[config.mk]
export PLATFORM = sky130hd
export DESIGN_NAME = sel_display_ctrl
export DESIGN_NICKNAME = d
export VERILOG_FILES = /design/src/rtl/sel_display_pkg.sv /design/src/rtl/button_conditioner.sv /design/src/rtl/sel_display_ctrl.sv
export SDC_FILE = /design/constraint.sdc
export NUM_CORES = 1
export LEC_CHECK = 0
export ABC_AREA = 0
export CORE_ASPECT_RATIO = 1.1
export CORE_MARGIN = 3
export CORE_UTILIZATION = 62
export DETAILED_ROUTE_END_ITERATION = 16
export PLACE_DENSITY = 0.84
export SETUP_SLACK_MARGIN = 0.4
export SLEW_MARGIN = 20
export SYNTH_ARGS = -nofsm -noshare
export SYNTH_HDL_FRONTEND = slang
export SYNTH_SLANG_ARGS = --single-unit
[constraint.sdc]
create_clock -name clk -period 3.9 [get_ports clk]
set_input_delay 0.78 -clock clk [delete_from_list [all_inputs] [get_ports clk]]
set_output_delay 0.78 -clock clk [all_outputs]
set_load 0.03 [all_outputs]
[src/rtl/sel_display_pkg.sv]
// -----------------------------------------------------------------------------
// sel_display_pkg
// Shared constants, types and helpers for the front-panel selection/display
// controller (sel_display_ctrl) and its button conditioner.
// No ports (package).
// -----------------------------------------------------------------------------
package sel_display_pkg;

  localparam logic [2:0] SEL_MIN      = 3'd0;
  localparam logic [2:0] SEL_MAX      = 3'd7;
  localparam int         NUM_DIGITS   = 4;
  localparam logic [3:0] AN_OFF       = 4'b1111;
  localparam logic       MODE_CURRENT = 1'b0;
  localparam logic       MODE_FREQ    = 1'b1;

  // Scan position on the 4-digit display; units is the rightmost digit.
  typedef enum logic [1:0] {
    DIG_UNITS     = 2'd0,
    DIG_TENS      = 2'd1,
    DIG_HUNDREDS  = 2'd2,
    DIG_THOUSANDS = 2'd3
  } digit_idx_t;

  // Active-low one-hot anode pattern for a scan position.
  function automatic logic [3:0] anode_of(input digit_idx_t idx);
    return ~(4'b0001 << idx);
  endfunction

  // Saturating selector step; opposing requests in the same cycle cancel.
  function automatic logic [2:0] sel_step(input logic [2:0] cur,
                                          input logic       up,
                                          input logic       down);
    logic [2:0] nxt;
    nxt = cur;
    if (up && !down && (cur != SEL_MAX)) begin
      nxt = cur + 3'd1;
    end else if (down && !up && (cur != SEL_MIN)) begin
      nxt = cur - 3'd1;
    end else begin
      nxt = cur;
    end
    return nxt;
  endfunction

endpackage

[src/rtl/button_conditioner.sv]
// -----------------------------------------------------------------------------
// button_conditioner
// Synchronizes one raw push-button, debounces it and emits a single-cycle
// pulse when the accepted level goes 0->1. Release gives no pulse and a held
// button gives exactly one pulse.
// Ports:
//   clk    in  1  system clock
//   rst_n  in  1  synchronous active-low reset
//   btn    in  1  raw asynchronous button, active-high
//   press  out 1  one-cycle registered press pulse
// -----------------------------------------------------------------------------
module button_conditioner #(
  parameter int DEB_CYCLES = 500000
) (
  input  logic clk,
  input  logic rst_n,
  input  logic btn,
  output logic press
);

  // Enough bits to hold DEB_CYCLES-1; at least one bit for tiny settings.
  localparam int CW = (DEB_CYCLES > 1) ? $clog2(DEB_CYCLES) : 1;
  localparam logic [CW-1:0] CNT_MAX  = CW'(DEB_CYCLES - 1);
  localparam logic [CW-1:0] CNT_ZERO = {CW{1'b0}};
  localparam logic [CW-1:0] CNT_ONE  = CW'(1);

  logic          sync1_r;
  logic          sync2_r;
  logic          level_r;
  logic [CW-1:0] cnt_r;
  logic          press_r;

  // Synchronizer, debounce counter, accepted level and press pulse.
  always_ff @(posedge clk) begin
    if (!rst_n) begin
      sync1_r <= 1'b0;
      sync2_r <= 1'b0;
      level_r <= 1'b0;
      cnt_r   <= CNT_ZERO;
      press_r <= 1'b0;
    end else begin
      sync1_r <= btn;
      sync2_r <= sync1_r;
      press_r <= 1'b0;
      // The counter only runs while the synchronized level disagrees with the
      // accepted one; any sample that agrees again restarts it from zero.
      if (sync2_r != level_r) begin
        if (cnt_r == CNT_MAX) begin
          level_r <= sync2_r;
          cnt_r   <= CNT_ZERO;
          press_r <= sync2_r;
        end else begin
          cnt_r <= cnt_r + CNT_ONE;
        end
      end else begin
        cnt_r <= CNT_ZERO;
      end
    end
  end

  assign press = press_r;

endmodule

[src/rtl/sel_display_ctrl.sv]
// -----------------------------------------------------------------------------
// sel_display_ctrl
// Front-panel controller: conditions up/down/mode buttons, keeps the current
// (selC) and frequency (selF) selectors plus the mode flag (enable), and scans
// the four BCD digits returned by the lookup block onto a common-anode 4-digit
// 7-segment display with leading-zero blanking.
// Ports:
//   clk       in  1  system clock
//   rst_n     in  1  synchronous active-low reset
//   btn_up    in  1  raw button, increments selected selector
//   btn_down  in  1  raw button, decrements selected selector
//   btn_mode  in  1  raw button, toggles current/frequency mode
//   r0..r3    in  4  BCD digits, r0 units .. r3 thousands
//   selC      out 3  current selector
//   selF      out 3  frequency selector
//   enable    out 1  0 = current mode, 1 = frequency mode
//   digit     out 4  BCD code of the lit digit
//   an        out 4  active-low one-hot anode enables
// -----------------------------------------------------------------------------
module sel_display_ctrl
  import sel_display_pkg::*;
#(
  parameter int DEB_CYCLES  = 500000,
  parameter int REFRESH_DIV = 100000
) (
  input  logic       clk,
  input  logic       rst_n,
  input  logic       btn_up,
  input  logic       btn_down,
  input  logic       btn_mode,
  input  logic [3:0] r0,
  input  logic [3:0] r1,
  input  logic [3:0] r2,
  input  logic [3:0] r3,
  output logic [2:0] selC,
  output logic [2:0] selF,
  output logic       enable,
  output logic [3:0] digit,
  output logic [3:0] an
);

  localparam int RW = (REFRESH_DIV > 1) ? $clog2(REFRESH_DIV) : 1;
  localparam logic [RW-1:0] REF_MAX  = RW'(REFRESH_DIV - 1);
  localparam logic [RW-1:0] REF_ZERO = {RW{1'b0}};
  localparam logic [RW-1:0] REF_ONE  = RW'(1);

  logic       up_s;
  logic       down_s;
  logic       mode_s;

  logic [2:0] selc_r;
  logic [2:0] self_r;
  logic       enable_r;
  logic [2:0] target_s;
  logic [2:0] next_target_s;

  logic [RW-1:0] refresh_r;
  digit_idx_t    idx_r;
  logic [3:0]    digit_r;
  logic [3:0]    an_r;
  logic [3:0]    digit_sel_s;
  logic          blank_s;

  button_conditioner #(.DEB_CYCLES(DEB_CYCLES)) u_btn_up (
    .clk   (clk),
    .rst_n (rst_n),
    .btn   (btn_up),
    .press (up_s)
  );

  button_conditioner #(.DEB_CYCLES(DEB_CYCLES)) u_btn_down (
    .clk   (clk),
    .rst_n (rst_n),
    .btn   (btn_down),
    .press (down_s)
  );

  button_conditioner #(.DEB_CYCLES(DEB_CYCLES)) u_btn_mode (
    .clk   (clk),
    .rst_n (rst_n),
    .btn   (btn_mode),
    .press (mode_s)
  );

  // Pick the selector addressed by the pre-toggle mode and compute its step.
  always_comb begin
    target_s      = selc_r;
    next_target_s = selc_r;
    if (enable_r == MODE_FREQ) begin
      target_s = self_r;
    end else begin
      target_s = selc_r;
    end
    next_target_s = sel_step(target_s, up_s, down_s);
  end

  // Selector and mode registers; the unaddressed selector holds its value.
  always_ff @(posedge clk) begin
    if (!rst_n) begin
      selc_r   <= SEL_MIN;
      self_r   <= SEL_MIN;
      enable_r <= MODE_CURRENT;
    end else begin
      if (enable_r == MODE_FREQ) begin
        self_r <= next_target_s;
      end else begin
        selc_r <= next_target_s;
      end
      if (mode_s) begin
        enable_r <= ~enable_r;
      end else begin
        enable_r <= enable_r;
      end
    end
  end

  // Digit mux with leading-zero blanking of the two upper positions.
  always_comb begin
    digit_sel_s = r0;
    blank_s     = 1'b0;
    case (idx_r)
      DIG_UNITS: begin
        digit_sel_s = r0;
        blank_s     = 1'b0;
      end
      DIG_TENS: begin
        digit_sel_s = r1;
        blank_s     = 1'b0;
      end
      DIG_HUNDREDS: begin
        digit_sel_s = r2;
        blank_s     = (r3 == 4'd0) && (r2 == 4'd0);
      end
      DIG_THOUSANDS: begin
        digit_sel_s = r3;
        blank_s     = (r3 == 4'd0);
      end
      default: begin
        digit_sel_s = r0;
        blank_s     = 1'b0;
      end
    endcase
  end

  // Refresh divider, scan index and registered display drive.
  always_ff @(posedge clk) begin
    if (!rst_n) begin
      refresh_r <= REF_ZERO;
      idx_r     <= DIG_UNITS;
      digit_r   <= 4'd0;
      an_r      <= AN_OFF;
    end else begin
      if (refresh_r == REF_MAX) begin
        refresh_r <= REF_ZERO;
        idx_r     <= digit_idx_t'(idx_r + 2'd1);
      end else begin
        refresh_r <= refresh_r + REF_ONE;
      end
      // Display follows the index one cycle later; r is sampled here.
      if (blank_s) begin
        digit_r <= 4'd0;
        an_r    <= AN_OFF;
      end else begin
        digit_r <= digit_sel_s;
        an_r    <= anode_of(idx_r);
      end
    end
  end

  assign selC   = selc_r;
  assign selF   = self_r;
  assign enable = enable_r;
  assign digit  = digit_r;
  assign an     = an_r;

endmodule
== After elaboration in Yosys (flattened, before gate mapping) ==
Cells that the tools add are included.
Storage, ports and cells
  flip-flop bits (word level): 103
  word-level logic and storage cells: 75
  output and inout bits: 15
Operators by class
  bitwise gates (word level): 6
  equality and inequality tests: 11
  add/sub/neg operators: 7
  reduce and logical (&&, ||, !) cells: 23
  shift operators: 1
  mux-type cells: 5
Operator list (count)
  $add 19x1->19 const B: 3
  $eq 19x19->1 const B: 3
  $add 17x1->17 const B: 1
  $eq 17x17->1 const B: 1
  $pmux 4 s4: 1
  $mux 3: 3
  $reduce_and 3->1: 3
  $reduce_or 3->1: 3
  $logic_not 4->1: 2
  $reduce_and 2->1: 3
  $reduce_or 2->1: 3
  $logic_and 1x1->1: 5
  $not 1->1: 5
  $eq 2x2->1 const B: 2
  $not 4->4: 1
  $shl 1x2->4 const A: 1
  $add 3x1->3 const B: 1
  $ne 1x1->1: 3
  $ne 3x3->1 const B: 1
  $pmux 1 s3: 1
  $reduce_bool 3->1: 1
  $sub 3x1->3 const B: 1
  $add 2x1->2 const B: 1
  $eq 2x1->1 const B: 1
  other kinds (2): 3

== Depth between registers and ports, before layout ==
Gate-level depths: netlist of run 1.
  depth in word-level cells: 5
  mapped depth: 9

== Cells and area by module ==
From an unflattened synthesis of run 1, not the netlist that was laid out.
Unflattened totals
  cells, all modules: 519
  area, all modules: 4832.1 um^2
By module, submodules not included
  button_conditioner: area an instance 1061.0 um^2, cells an instance 111, sequential area each 460.4 um^2, times used 3
  sel_display_ctrl: area an instance 1649.1 um^2, cells an instance 186, sequential area each 680.7 um^2, times used 1

== Least setup slack after synthesis of run 1 ==
No wires, ideal clock.
  kind: register to register
  start point: register enable_r, in the netlist enable
  end point: register selc_r[1], in the netlist selC[1]
  setup slack: 1380 ps
  path buffers: 1
  library setup time: 71 ps
  arrival time: 2450 ps
  cell stages (with the launch flop): 10
  cells stage by stage: dfxtp_1 -> clkbuf_1 -> mux2i_1 -> inv_1 -> ha_1 -> ha_1 -> nor3b_1 -> mux2i_1 -> or2_2 -> a21oi_1
Between the ends
  longest elaborated chain between the ends: 5
  elaborated cells on any way between the ends: 9
  classes of those cells: 2 x add/sub; 1 x eq/ne; 3 x mux; 3 x reduce/logical
RTL lines
  from (decl): RTL line sel_display_ctrl.sv:53  | logic enable_r;
  from (signal assigned): RTL line sel_display_ctrl.sv:110  | enable_r <= ~enable_r;
  from (signal assigned): RTL line sel_display_ctrl.sv:112  | enable_r <= enable_r;
  parallel branches: the longest is 5 deep, another holds $sub 3x1->3
  to (signal assigned): RTL line sel_display_ctrl.sv:107  | selc_r <= next_target_s;
  to (decl): RTL line sel_display_ctrl.sv:51  | logic [2:0] selc_r;
Several ways; the timed one is not identified.
A chain may end at the register's enable or synchronous reset.

== Worst setup path after layout of run 1 ==
  start point: register enable_r, in the netlist enable
  end point: output port enable
RTL lines
  to (decl): RTL line sel_display_ctrl.sv:37  | output logic enable,
No word-level cell between the ends.

==> results of run 1 <==
-- layout make-up --
class | count | area share (%)
Timing Repair Buffer | 37 | 7.02
Clock buffer | 10 | 2.45
Sequential cell | 103 | 39.6
Tap cell | 85 | 2.04
Clock inverter | 6 | 1.30
Inverter | 16 | 1.15
Multi-Input combinational cell | 387 | 46.4
-- cells in the mapped netlist, types with 2 or more instances --
cell type  count  area share [%]
buf_1          2            0.16
o21ai_0       19             2.1
xnor2_1       33             6.3
inv_1         16             1.3
or3_1         15             2.0
and2_1         6            0.82
and4_1         7             1.3
and3_1         5            0.68
dfxtp_1      103              45
nor2_1        82             6.7
nor3_1         8            0.87
xor2_1        24             4.6
or4_1          7             1.1
a21oi_1       27             2.9
nor3b_1        4            0.65
nor4_1        15             2.0
nand4_1       22             3.0
mux2i_1        8             1.7
o21a_1         3            0.49
nand2_1       30             2.4
nor4b_1        4            0.76
o31ai_1        5            0.82
nor4bb_1       2            0.43
clkbuf_1      11            0.90
or2_2          3            0.41
a222oi_1       4            0.87
ha_1          13             3.5
nand3_1       28             3.0
-- power by group through the flow --
stage / clock (mW) / combinational, mW / sequential (mW)
final: 0.662 / 0.0612 / 1.07
after global routing: 0.712 / 0.0666 / 1.07
after CTS: 0.673 / 0.0617 / 1.07
after detailed placement: 0 / 0.0609 / 1.09
after global placement: 0 / 0.0591 / 1.09
after floorplan: 0 / 0.0224 / 1.10
-- cells in the final DEF (no fill, tap or decap), types with 3 or more instances in the layout --
cell type and instances:
and3_1 5, and2_1 6, clkbuf_8 9, o21ai_0 19, nor3b_1 4, clkdlybuf4s50_1 35, dfxtp_1 103, nand4_1 22
mux2i_1 8, nor4b_1 4, or3_1 15, o21a_1 3, nor4_1 15, a21oi_1 27, nand2_1 30, or2_2 3
nand3_1 28, or4_1 7, a222oi_1 4, xor2_1 24, inv_1 16, ha_1 13, nor3_1 8, o31ai_1 5
and4_1 7, nor2_1 82, xnor2_1 33
-- through the flow --
step | instance area (µm²) | power, mW
after floorplan | 4600 | 1.12
after detailed placement | 5010 | 1.15
final | 5200 | 1.79
after global routing | 5200 | 1.85
after CTS | 5200 | 1.80
after global placement | 5000 | 1.15
-- routing by layer --
| layer | global-route usage (%) | share of wire (%) | vias to the layer above | routed length [µm] |
|---|---|---|---|---|
| met3 | 5.09 | 6.5 | 21 | 586 |
| met2 | 38.3 | 48 | 116 | 4320 |
| met1 | 28.5 | 44 | 1758 | 3940 |
| met4 | 9.07 | 2.0 | 0 | 178 |
| li1 | - | - | 1900 | - |
| met5 | 0 | 0 | - | 0 |
-- state kept, by name, indices dropped and copies added (netlist names), 2 cells and up --
register and count:
u_btn_down.cnt_r 19, u_btn_mode.cnt_r 19, u_btn_up.cnt_r 19, refresh_r 17, an 4, digit 4
selC 3, selF 3, idx_r 2
-- logic make-up after synthesis --
family	count (synthesis)	synth area share [%]
and+or+nand+nor	247	28.2
DFF	103	44.8
AOI/OAI and AO/OA	62	7.99
xor gates and xnor gates	57	10.8
buffers and inverters	32	2.88
adders and majority gates	13	3.53
muxes	8	1.74
-- worst max path at each step --
stage                                                 end  depth (start not counted)                 from
after global placement    u_btn_down.cnt_r[16]$_SDFF_PP0_                          6                rst_n
after global routing                 selC[1]$_SDFFE_PN0N_                          8  enable$_SDFFE_PN0P_
after floorplan                      selC[1]$_SDFFE_PN0N_                          9  enable$_SDFFE_PN0P_
after CTS                                          enable                          1  enable$_SDFFE_PN0P_
after detailed placement              digit[0]$_SDFF_PP0_                          4                r3[0]
final                                              enable                          1  enable$_SDFFE_PN0P_
==> impl_metrics.tcl, run 1 <==
set metrics [dict create \
    pwr-share-clk_pct 37.0 \
    hold_depth 1 \
    tns_ns 0 \
    ioPinCount 36 \
    path_max_fanout 12 \
    reg2regPathDepth 8 \
    holdPathEnd "u_btn_up.sync2_r$_SDFF_PN0_" \
    cp.required_ns 3.12 \
    hp-start "u_btn_up.sync1_r$_SDFF_PN0_" \
    cp-start-kind "flop" \
    syn_area_per_cell_um2 8.82 \
    wl_mm 9.03 \
    fmax_ghz 0.393 \
    clk_pin_slew_ns 0.09 \
    p_seq_share_pct 59.6 \
    port_buffers 35 \
    antenna_cells 0 \
    pwr_density_cell_mw_per_mm2 344 \
    maxCapViolations 0 \
    clkSinkCount 103 \
    grt_use_total_pct 22.8 \
    cts_resized 0 \
    fin_util_pct 73.0 \
    holdBufCountCts 0 \
    rrSetupSlack_ns 1.37 \
    die-width_um 88.2 \
    setup_viol_count_final 0 \
    path_buf_inv 1 \
    grt_max_degree 20 \
    crit_chain "clkdlybuf4s50_1" \
    clock_latency_ns 0.37 \
    ys_warn_count 0 \
    syn_inst 522 \
    p_switching_mw 0.396 \
    final_hold_viol_count 0 \
    crit_path_max_incr_delay_ns 0.79 \
    relSlewSlack_pct 49.6 \
    drive_gt1_share_pct 5.01 \
    tightest_slew_ns 0.756 \
    min_period_over_period_pct 65.2 \
    clk_path_buf_depth 2 \
    syn_nets 556 \
    fin_cells 644 \
    worstSetupPathType "flop to output port" \
    power.internal_mw 1.39 \
    core_area_mm2 0.00713 \
    drt_iter0_drc 185 \
    grt_pass1_wl_mm 15.5 \
    htree_levels 3 \
    clock_skew_ns 0.0185 \
    rr_endpoint "selC[1]$_SDFFE_PN0N_" \
    drtAntennaViolNets 0 \
    fin_crit_ns 2.54 \
    antenna_found_initial 0 \
    hp-class "flop to flop" \
    cts_tree "done" \
    crit_path_end_kind "output port" \
    leakage_nw 1.63 \
    drcViolationCount 0 \
    cts_setup_buffers 0 \
    ys_ff_latch 103 \
    vias_per_cell 5.89 \
    grt_overflow 0 \
    drv_slew 0 \
    die_y_um 96.4 \
    numCtsBuffers 9 \
    wire_per_inst_um 14.0 \
    worstReg2RegStart "enable$_SDFFE_PN0P_" \
    final-seq-area_mm2 0.00206 \
    p_sw_share_pct 22.2 \
    rows 32 \
    via_count 3795 \
    placed_cells 628 \
    cpMaxStageDelayCell "clkdlybuf4s50_1" \
    firstDrtPassIters 5 \
    grt_pass1_vias 3552 \
    async_flop_share_pct 0 \
    seq_area_frac_synth_pct 44.8 \
    area_delta_synth_final_pct 13.0 \
    cts_root_buffer "clkbuf_8" \
    gp_congestion 0.841 \
    dp_hpwl_mm 6.33 \
    cp_data_arrival_time_ns 1.76 \
    final_nets 588 \
    peakVddDrop_mv 0.204 \
    die_area_mm2 0.00850 \
    synth_edf_count 0 \
    initial_core_util_pct 64.6 \
    crit_family "buffers and inverters" \
    post-place-ws_ns 1.44 \
    holdWs_ns 0.439 \
    rsz0062_at_grt "false" \
    fillCellCount 557 \
    timing.final.ws_setup_ns 1.36 \
    syn_area_mm2 0.00460 \
    multi_input_area_mm2 0.00241 \
    synth_cell_type_count 44 \
    combPwrFrac_pct 3.4 \
    status "complete, no violations" \
    synth_top_flop_cell "dfxtp_1" \
]
No activity file was read; power rests on OpenSTA's default activity.
==> run 2, diff against run 1 <==
- CORE_UTILIZATION: 62 -> 58
- PLACE_DENSITY: 0.84 -> 0.79
- clock period: 3.9 -> 2.65 ns (I/O delays scaled with it)
==> impl_metrics.tcl, run 2 (synthesis results as in run 1) <==
set metrics [dict create \
    status "complete, no violations" \
    crit_path_max_incr_delay_ns 0.56 \
    tns_ns 0 \
    maxCapViolations 0 \
    cp.required_ns 2.89 \
    antenna_cells 0 \
    reg2regPathDepth 4 \
    pwr_density_cell_mw_per_mm2 485 \
    crit_family "simple AND/OR/NAND/NOR gates" \
    layout_commonest_cell "dfxtp_1" \
    initial_core_util_pct 60.6 \
    crit_start "u_btn_up.cnt_r[10]$_SDFF_PP0_" \
    path_max_fanout 18 \
    final_area_mm2 0.00525 \
    area_delta_synth_final_pct 14.1 \
    core_area_mm2 0.00760 \
    min_period_over_period_pct 80.2 \
    tightest_slew_ns 0.533 \
    worstSetupPathType "flop to flop" \
    cts_tree "done" \
    via_count 3784 \
    wire_per_inst_um 13.6 \
    antenna_found_initial 0 \
    cpMaxStageDelayCell "or4b_1" \
    final_nets 592 \
    die_y_um 99.4 \
    cts_setup_buffers 0 \
    grt_pass1_vias 3650 \
    drtAntennaViolNets 0 \
    clk_path_buf_depth 2 \
    ioPinCount 36 \
    hp-class "flop to flop" \
    peakVddDrop_mv 0.332 \
    holdBufCountCts 0 \
    placed_cells 652 \
    clock_skew_ns 0.0134 \
    worstReg2RegStart "u_btn_up.cnt_r[10]$_SDFF_PP0_" \
    drive_gt1_share_pct 5.86 \
    cp_data_arrival_time_ns 2.36 \
    worst_setup_path_endpoint "u_btn_up.cnt_r[13]$_SDFF_PP0_" \
    dp_hpwl_mm 6.55 \
    drv_slew 0 \
    layout_common_cells "dfxtp_1 (102), nor2_1 (82), clkdlybuf4s50_1 (35)" \
    rsz0062_at_grt "true" \
    gp_congestion 0.844 \
    reg_top3 "u_btn_down.cnt_r x19, u_btn_mode.cnt_r x19, u_btn_up.cnt_r x19" \
    final_hold_viol_count 0 \
    grt_overflow 0 \
    fin_crit_ns 2.13 \
    firstDrtPassIters 4 \
    drcViolationCount 0 \
    rr_endpoint "u_btn_up.cnt_r[13]$_SDFF_PP0_" \
    fin_cells 668 \
    grt_use_total_pct 21.1 \
    grt_max_degree 20 \
    fmax_ghz 0.470 \
    rows 33 \
    htree_levels 3 \
    cts_resized 0 \
    holdWs_ns 0.445 \
    setup_viol_count_final 0 \
    path_buf_inv 0 \
    cp.depth 4 \
    clk_pin_slew_ns 0.09 \
    cp-start-kind "flop" \
    die-width_um 90.9 \
    clkSinkCount 103 \
    numCtsBuffers 9 \
    die_area_mm2 0.00904 \
    wl_mm 9.12 \
    clock_latency_ns 0.37 \
    crit_path_end_kind "flop" \
    drt_iter0_drc 152 \
    relSlewSlack_pct 64.4 \
    cts_root_buffer "clkbuf_8" \
    grt_pass1_wl_mm 15.9 \
    port_buffers 35 \
    vias_per_cell 5.66 \
    rrSetupSlack_ns 0.52 \
    crit_chain "or4b_1, or4_4, o21ai_4, nor2_1" \
    leakage_nw 1.64 \
    place_area_mm2 0.00506 \
]
run 2: final cells by class:
class,instances,area (µm²)
sequential,103,2070
fill,636,2350
clock buffer,11,131
tap,105,131
clock inverter,5,43.8
timing repair buffer,41,395
multi-input combinational,387,2420
inverter,16,60.1
run 2: how the worst min path moves through the flow:
| stage | startpoint | depth (start not counted) | endpoint | slack [ns] |
|---|---|---|---|---|
| final | u_btn_down.sync1_r$_SDFF_PN0_ | 1 | u_btn_down.sync2_r$_SDFF_PN0_ | 0.44 |
| after global routing | u_btn_mode.sync1_r$_SDFF_PN0_ | 1 | u_btn_mode.sync2_r$_SDFF_PN0_ | 0.47 |
| after CTS | u_btn_down.sync1_r$_SDFF_PN0_ | 1 | u_btn_down.sync2_r$_SDFF_PN0_ | 0.44 |
| after detailed placement | u_btn_down.sync1_r$_SDFF_PN0_ | 1 | u_btn_down.sync2_r$_SDFF_PN0_ | 0.42 |
| after global placement | u_btn_mode.sync1_r$_SDFF_PN0_ | 1 | u_btn_mode.sync2_r$_SDFF_PN0_ | 0.42 |
| after floorplan | u_btn_down.sync1_r$_SDFF_PN0_ | 1 | u_btn_down.sync2_r$_SDFF_PN0_ | 0.41 |
run 2: metrics by stage:
stage	power, mW	worst slack (ns)	util (%)
after floorplan	1.64	0.485	-
after global placement	1.69	0.538	66.7
after detailed placement	1.70	0.427	66.7
after CTS	2.57	0.416	69.0
after global routing	2.66	0.331	69.1
final	2.55	0.523	69.1
run 2: where the power goes:
part,total [mW],internal (mW),switching [mW]
sequential,1.57,1.56,0.00805
clock,0.887,0.352,0.535
combinational,0.0910,0.0474,0.0436
run 2: routing by layer:
metal  up-vias  share of wire, %  track usage (%)
met5         -                 0                0
met4         0               1.3             7.42
met3        10               4.9             6.51
met2        65                49             36.4
met1      1787                45             24.9
li1       1922                 -                -
==> patch 1: new RTL, settings of run 2 <==
`DEB_CYCLES` is set to 500000 in 2 places; all go to 1000000.
--- a/src/rtl/button_conditioner.sv
+++ b/src/rtl/button_conditioner.sv
@@ -10,7 +10,7 @@
 //   press  out 1  one-cycle registered press pulse
 // -----------------------------------------------------------------------------
 module button_conditioner #(
-  parameter int DEB_CYCLES = 500000
+  parameter int DEB_CYCLES = 1000000
 ) (
   input  logic clk,
   input  logic rst_n,
--- a/src/rtl/sel_display_ctrl.sv
+++ b/src/rtl/sel_display_ctrl.sv
@@ -20,7 +20,7 @@
 module sel_display_ctrl
   import sel_display_pkg::*;
 #(
-  parameter int DEB_CYCLES  = 500000,
+  parameter int DEB_CYCLES  = 1000000,
   parameter int REFRESH_DIV = 100000
 ) (
   input  logic       clk,
Check against the original RTL: no difference found for any inputs over 10 cycles, from zero or initial values and one cycle with rst_n low; that may be too few to reach the edited logic, so the function may still have changed.
==> patch 1 against run 2 <==
Synthesized area grew 2.7%. Routed wire length increased by 4.2%. Count of clock-buffer cells in the layout rose by 1. First-iteration DRC count rose by 15%. Setup slack worse by 0.0013 ns. Total power is 6.8% higher. Critical path depth is 4 higher. Cell area increased by 3.3%. Sequential cell count rose by 3. Combinational power up 5.1%. Sequential share of layout area down 0.20 points. Largest cell class unchanged.
==> patch 1: results (changes against run 2) <==
Setup path
  • R2R depth: 8 (+4)
  • Max Fanout on Critical Path: 12 (-6)
  • Critical path's largest stage delay: 0.48 ns (-0.08 ns)
  • R2R Setup Slk: 0.52 ns (about the same)
  • Worst Path Arrival: 2.43 ns (+0.07 ns)
  • Crit path capture: selC[1]$_SDFFE_PN0N_
  • CP max-delay cell: dfxtp_2
  • Crit path from: enable$_SDFFE_PN0P_

Power and ir drop
  • P_leak: 0.00172 µW (+5.4%)
  • Peak supply drop: 0.000292 V (-12%)

GRT
  • Global-route wire length before repair: 16.2 mm (+2.0%)
  • Largest net degree at the start of global routing: 21 (+5.0%)
  • GRT Total Usage: 21.4% (+0.31 points)
  • Vias in the first global route: 3690 (+1.1%)

Cells and area
  • Clock network contribution to total cell area: 3.78% (+0.45 points)
  • NonClk Buf Share: 7.56% (+0.035 points)
  • FF/Latch Area: 2120 µm² (+2.8%)
  • Multi-input gates: 399 (+3.1%)
  • Largest registers: u_btn_down.cnt_r: 20 flops, u_btn_mode.cnt_r: 20 flops, u_btn_up.cnt_r: 20 flops
  • Fillers: 649 (+2.0%)
  • Area occupied by multi-input gates: 2480 µm² (+2.2%)
  • Non-clk invs: 21 (+5)
  • Nets: 614 (+3.7%)
  • Buffers excl. clock: 43 (+4.9%)
  • Layout cells sized above 1: 5.30% (-0.56 points)
  • Clock buffer count: 12 (+1)
  • Diode count: 0 (unchanged)

Place
  • Dpl ws: 0.471 ns (+0.0436 ns)
  • Dpl hpwl: 6.87 mm (+4.8%)
  • Placed Area: 5180 µm² (+2.3%)
  • Routability cong.: 0.819 (-2.9%)

Routing
  • Total wire length: 9.50 mm (+4.2%)
  • Pre-Repair DR Iteration Count: 5 (+1)
  • DR iter-0 viols: 175 (+15%)
  • Via-to-Cell Ratio: 5.61 (-0.94%)

Timing
  • Minimum clock period: 2.13 ns (+0.00134 ns)
  • Final Skew: 0.00970 ns (-0.00367 ns)
  • Least-Margin Pin Slew: 0.630 ns (+0.0966 ns)
  • Worst Hold Slack: 0.445 ns (+0.000535 ns)

Hold path
  • WHS Endpoint: u_btn_up.sync2_r$_SDFF_PN0_
  • Hold Startpoint: u_btn_up.sync1_r$_SDFF_PN0_

Synthesis
  • Sequential-to-total area share from yosys stat: 44.9% (+0.11 points)
  • Xor/xnor cell area share of the yosys netlist: 11.1% (+0.27 points)
  • Synth Area in Adders: 3.44% (-0.092 points)
  • Commonest cells in the netlist: dfxtp_1, nor2_1, xnor2_1, nand2_1, a21oi_1
  • Ys Warns: 0 (unchanged)
  • Distinct cell type count after synthesis: 40 (-9.1%)
  • Synth Area in Compound Gates: 7.89% (-0.10 points)
  • Top cells by area, synth: dfxtp_1, xnor2_1, nor2_1
  • Seq cells post-synth: 106 (+2.9%)
  • Mapped Nets: 575 (+3.4%)
  • Mux cell area share after synthesis: 1.48% (-0.26 points)

Outcome
  • Status: completed

CTS
  • H-tree Lvls: 3 (unchanged)
  • Root Buffer Master: clkbuf_8
-- patch 1: metrics by stage --
step | instances | utilization [%] | total power (µW)
2_1_floorplan | 541 | - | 1690
3_3_place_gp | 671 | 67.5 | 1740
3_5_place_dp | 671 | 67.5 | 1740
4_1_cts | 687 | 70.2 | 2750
5_1_grt | 690 | 70.6 | 2810
6_report | 690 | 70.6 | 2720
-- patch 1: cell families (layout without fill, tap and decap cells) --
family	count (synthesis)	after routing
AND/OR/NAND/NOR	254	254
multiplexers	7	7
XOR/XNOR	60	60
AO/OA/AOI/OAI	65	65
buffers and inverters	36	80
adder cells (fa/ha/maj)	13	13
flip-flops	106	106
-- patch 1: where the power goes --
part           internal [µW]  switching, µW  leakage [µW]
clock network            487            523     0.0000986
registers               1610           8.34      0.000858
logic                   49.2           46.4      0.000768
total                   2140            578       0.00172
-- patch 1: layer usage --
metal  part of all wire, %  wire [µm]  GRT usage [%]
met3                   2.7        256           4.18
met4                   1.3        122           9.26
met5                     0          0              0
met1                    46       4410           26.3
met2                    50       4710           36.7
==> patch 2: new RTL, flow settings as in run 2 <==
Made on the original files. Reset style: asynchronous (`rst_n`), changed in 3 clocked blocks. Comments in the files are not updated.
--- a/src/rtl/button_conditioner.sv
+++ b/src/rtl/button_conditioner.sv
@@ -31,7 +31,7 @@
   logic          press_r;
 
   // Synchronizer, debounce counter, accepted level and press pulse.
-  always_ff @(posedge clk) begin
+  always_ff @(posedge clk or negedge rst_n) begin
     if (!rst_n) begin
       sync1_r <= 1'b0;
       sync2_r <= 1'b0;
--- a/src/rtl/sel_display_ctrl.sv
+++ b/src/rtl/sel_display_ctrl.sv
@@ -95,7 +95,7 @@
   end
 
   // Selector and mode registers; the unaddressed selector holds its value.
-  always_ff @(posedge clk) begin
+  always_ff @(posedge clk or negedge rst_n) begin
     if (!rst_n) begin
       selc_r   <= SEL_MIN;
       self_r   <= SEL_MIN;
@@ -143,7 +143,7 @@
   end
 
   // Refresh divider, scan index and registered display drive.
-  always_ff @(posedge clk) begin
+  always_ff @(posedge clk or negedge rst_n) begin
     if (!rst_n) begin
       refresh_r <= REF_ZERO;
       idx_r     <= DIG_UNITS;
Function: differs if rst_n is asserted again (counterexample within 4 cycles, from zero or initial values and one cycle with rst_n low); with rst_n held inactive, the same outputs for 10 cycles.
==> patch 2 against run 2 <==
Clock power grew 1%. Cell area grew 7.1%. Routed wire length grew 0.75%. Synthesized area grew 7.7%. Sequential cell count is the same. Setup slack lost 0.013 ns. Cell count shrank 4.9%. Die area grew 7.2%. Clock skew shrank 0.0038 ns. Total power grew 3.2%. Critical endpoint is now selC[2]$_DFFE_PN0N_.
==> patch 2: results (changes against run 2) <==
CTS
  • Setup Buffers After CTS: 0 (unchanged)
  • H-tree Lvls: 3 (unchanged)
  • Post_cts resized: 0 (unchanged)
  • Root Buffer Master: clkbuf_8
  • CTS buffer count: 9 (unchanged)
  • Deepest clock path buffer count: 2 (unchanged)
  • Clk_lat worst skew: 0.37 ns (about the same)
  • Worst-path clk slew: 0.10 ns

Power and ir drop
  • P_leak: 0.00230 µW (+40%)
  • Peak supply drop: 0.000361 V (+8.7%)

GRT
  • Global-route wire length before repair: 16.0 mm (+1.1%)
  • Largest net degree at the start of global routing: 48 (+140%)
  • GRT Total Usage: 20.7% (-0.36 points)
  • Number of antenna violations at the first check in global routing: 0 (unchanged)

Setup path
  • Worst Path Arrival: 2.45 ns (+0.09 ns)
  • Critical path's largest stage delay: 0.51 ns (-0.05 ns)
  • Cell family with most CP delay: multiplexers
  • CP max-delay cell: dfrtp_2
  • Max Fanout on Critical Path: 11 (-7)
  • R2R Setup Slk: 0.51 ns

Synthesis
  • Top cells by area, synth: dfrtp_1, xnor2_1, nor2_1
  • Commonest cells in the netlist: dfrtp_1, nor2_1, xnor2_1, nand2_1, nand3_1
  • Mapped Nets: 519 (-6.7%)
  • Post-Syn Instances: 485 (-7.1%)
  • Ys Warns: 0 (unchanged)
  • Ys async rst share: 100% (+100 points)
  • Distinct cell type count after synthesis: 41 (-6.8%)
  • Sequential-to-total area share from yosys stat: 52.1% (+7.3 points)

Cells and area
  • Layout cells sized above 1: 9.11% (+3.2 points)
  • Largest registers: u_btn_down.cnt_r: 19 flops, u_btn_mode.cnt_r: 19 flops, u_btn_up.cnt_r: 19 flops
  • Diode count: 0 (unchanged)
  • Nets: 556 (-6.1%)
  • Fillers: 625 (-1.7%)

Routing
  • DR iter-0 viols: 133 (-13%)
  • Vias: 3625 (-4.2%)
  • Via-to-Cell Ratio: 5.71 (+0.78%)
  • Pre-Repair DR Iteration Count: 5 (+1)
  • Total wire length: 9.19 mm (+0.75%)

Place
  • Routability cong.: 0.807 (-4.4%)
  • IO buf count: 35 (unchanged)
  • Dpl hpwl: 6.72 mm (+2.6%)
  • Placed insts: 619 (-5.1%)

Timing
  • Least-Margin Pin Slew: 0.597 ns (+0.0642 ns)
  • Final Hold Fails: 0 (unchanged)
  • Final Skew: 0.00959 ns (-0.00379 ns)

Outcome
  • Status: completed

Hold path
  • Hold Crit Class: input pin to asynchronous set/reset pin
[patch 2: worst reg2reg max path: stages, from the launching register on]
cell and delay (ns):
dfrtp_2 0.51, mux2i_1 0.18, ha_1 0.22, ha_1 0.22, nor3b_4 0.25, mux2_2 0.36
o21ai_0 0.18, mux2_2 0.18
[patch 2: final cells by class]
class	count	area, µm²	area share [%]
Sequential cell	103	2580	45.9
Multi-Input combinational cell	351	2270	40.3
Timing Repair Buffer	40	398	7.07
Tap cell	108	135	2.40
Clock buffer	9	124	2.20
Inverter	17	63.8	1.13
Clock inverter	7	55.1	0.979
[patch 2: where the power goes]
part | leakage, µW | internal [µW] | switching [µW]
clock | 0.0000870 | 353 | 547
sequential | 0.00138 | 1590 | 16.1
combinational | 0.000832 | 51.6 | 69.7
total | 0.00230 | 1990 | 632
[patch 2: routing by layer]
| layer | vias to the layer above | global-route usage (%) | part of all wire (%) |
|---|---|---|---|
| met2 | 48 | 35.7 | 52 |
| met5 | - | 0 | 0 |
| met3 | 12 | 4.31 | 2.4 |
| met4 | 0 | 7.56 | 1.4 |
| li1 | 1776 | - | - |
| met1 | 1789 | 26.0 | 45 |
[patch 2: final timing paths]
kind	start	to	depth (start not counted)
setup / recovery	enable$_DFFE_PN0P_	selC[2]$_DFFE_PN0N_	7
hold / removal	rst_n	u_btn_mode.cnt_r[11]$_DFF_PN0_	1
setup reg to reg	enable$_DFFE_PN0P_	selC[2]$_DFFE_PN0N_	7
hold reg to reg	u_btn_mode.sync1_r$_DFF_PN0_	u_btn_mode.sync2_r$_DFF_PN0_	0
max in group asynchronous	rst_n	u_btn_up.cnt_r[16]$_DFF_PN0_	2
min in group clk	u_btn_mode.sync1_r$_DFF_PN0_	u_btn_mode.sync2_r$_DFF_PN0_	0
[patch 2: cells by family after synthesis]
logic type | synth area share (%)
and+or+nand+nor | 23.7
muxes | 2.40
AOI/OAI and AO/OA | 5.43
DFF | 52.1
adders and majority gates | 3.28
buffers and inverters | 2.63
xor gates and xnor gates | 10.4
[patch 2: through the flow]
stage	setup slack [ns]	hold WS, ns	instance area (µm²)
4_1_cts	0.474	0.176	5610
5_1_grt	0.423	0.191	5630
3_5_place_dp	0.496	0.337	5430
2_1_floorplan	0.452	0.234	4970
6_report	0.511	0.167	5630
3_3_place_gp	0.581	0.332	5430
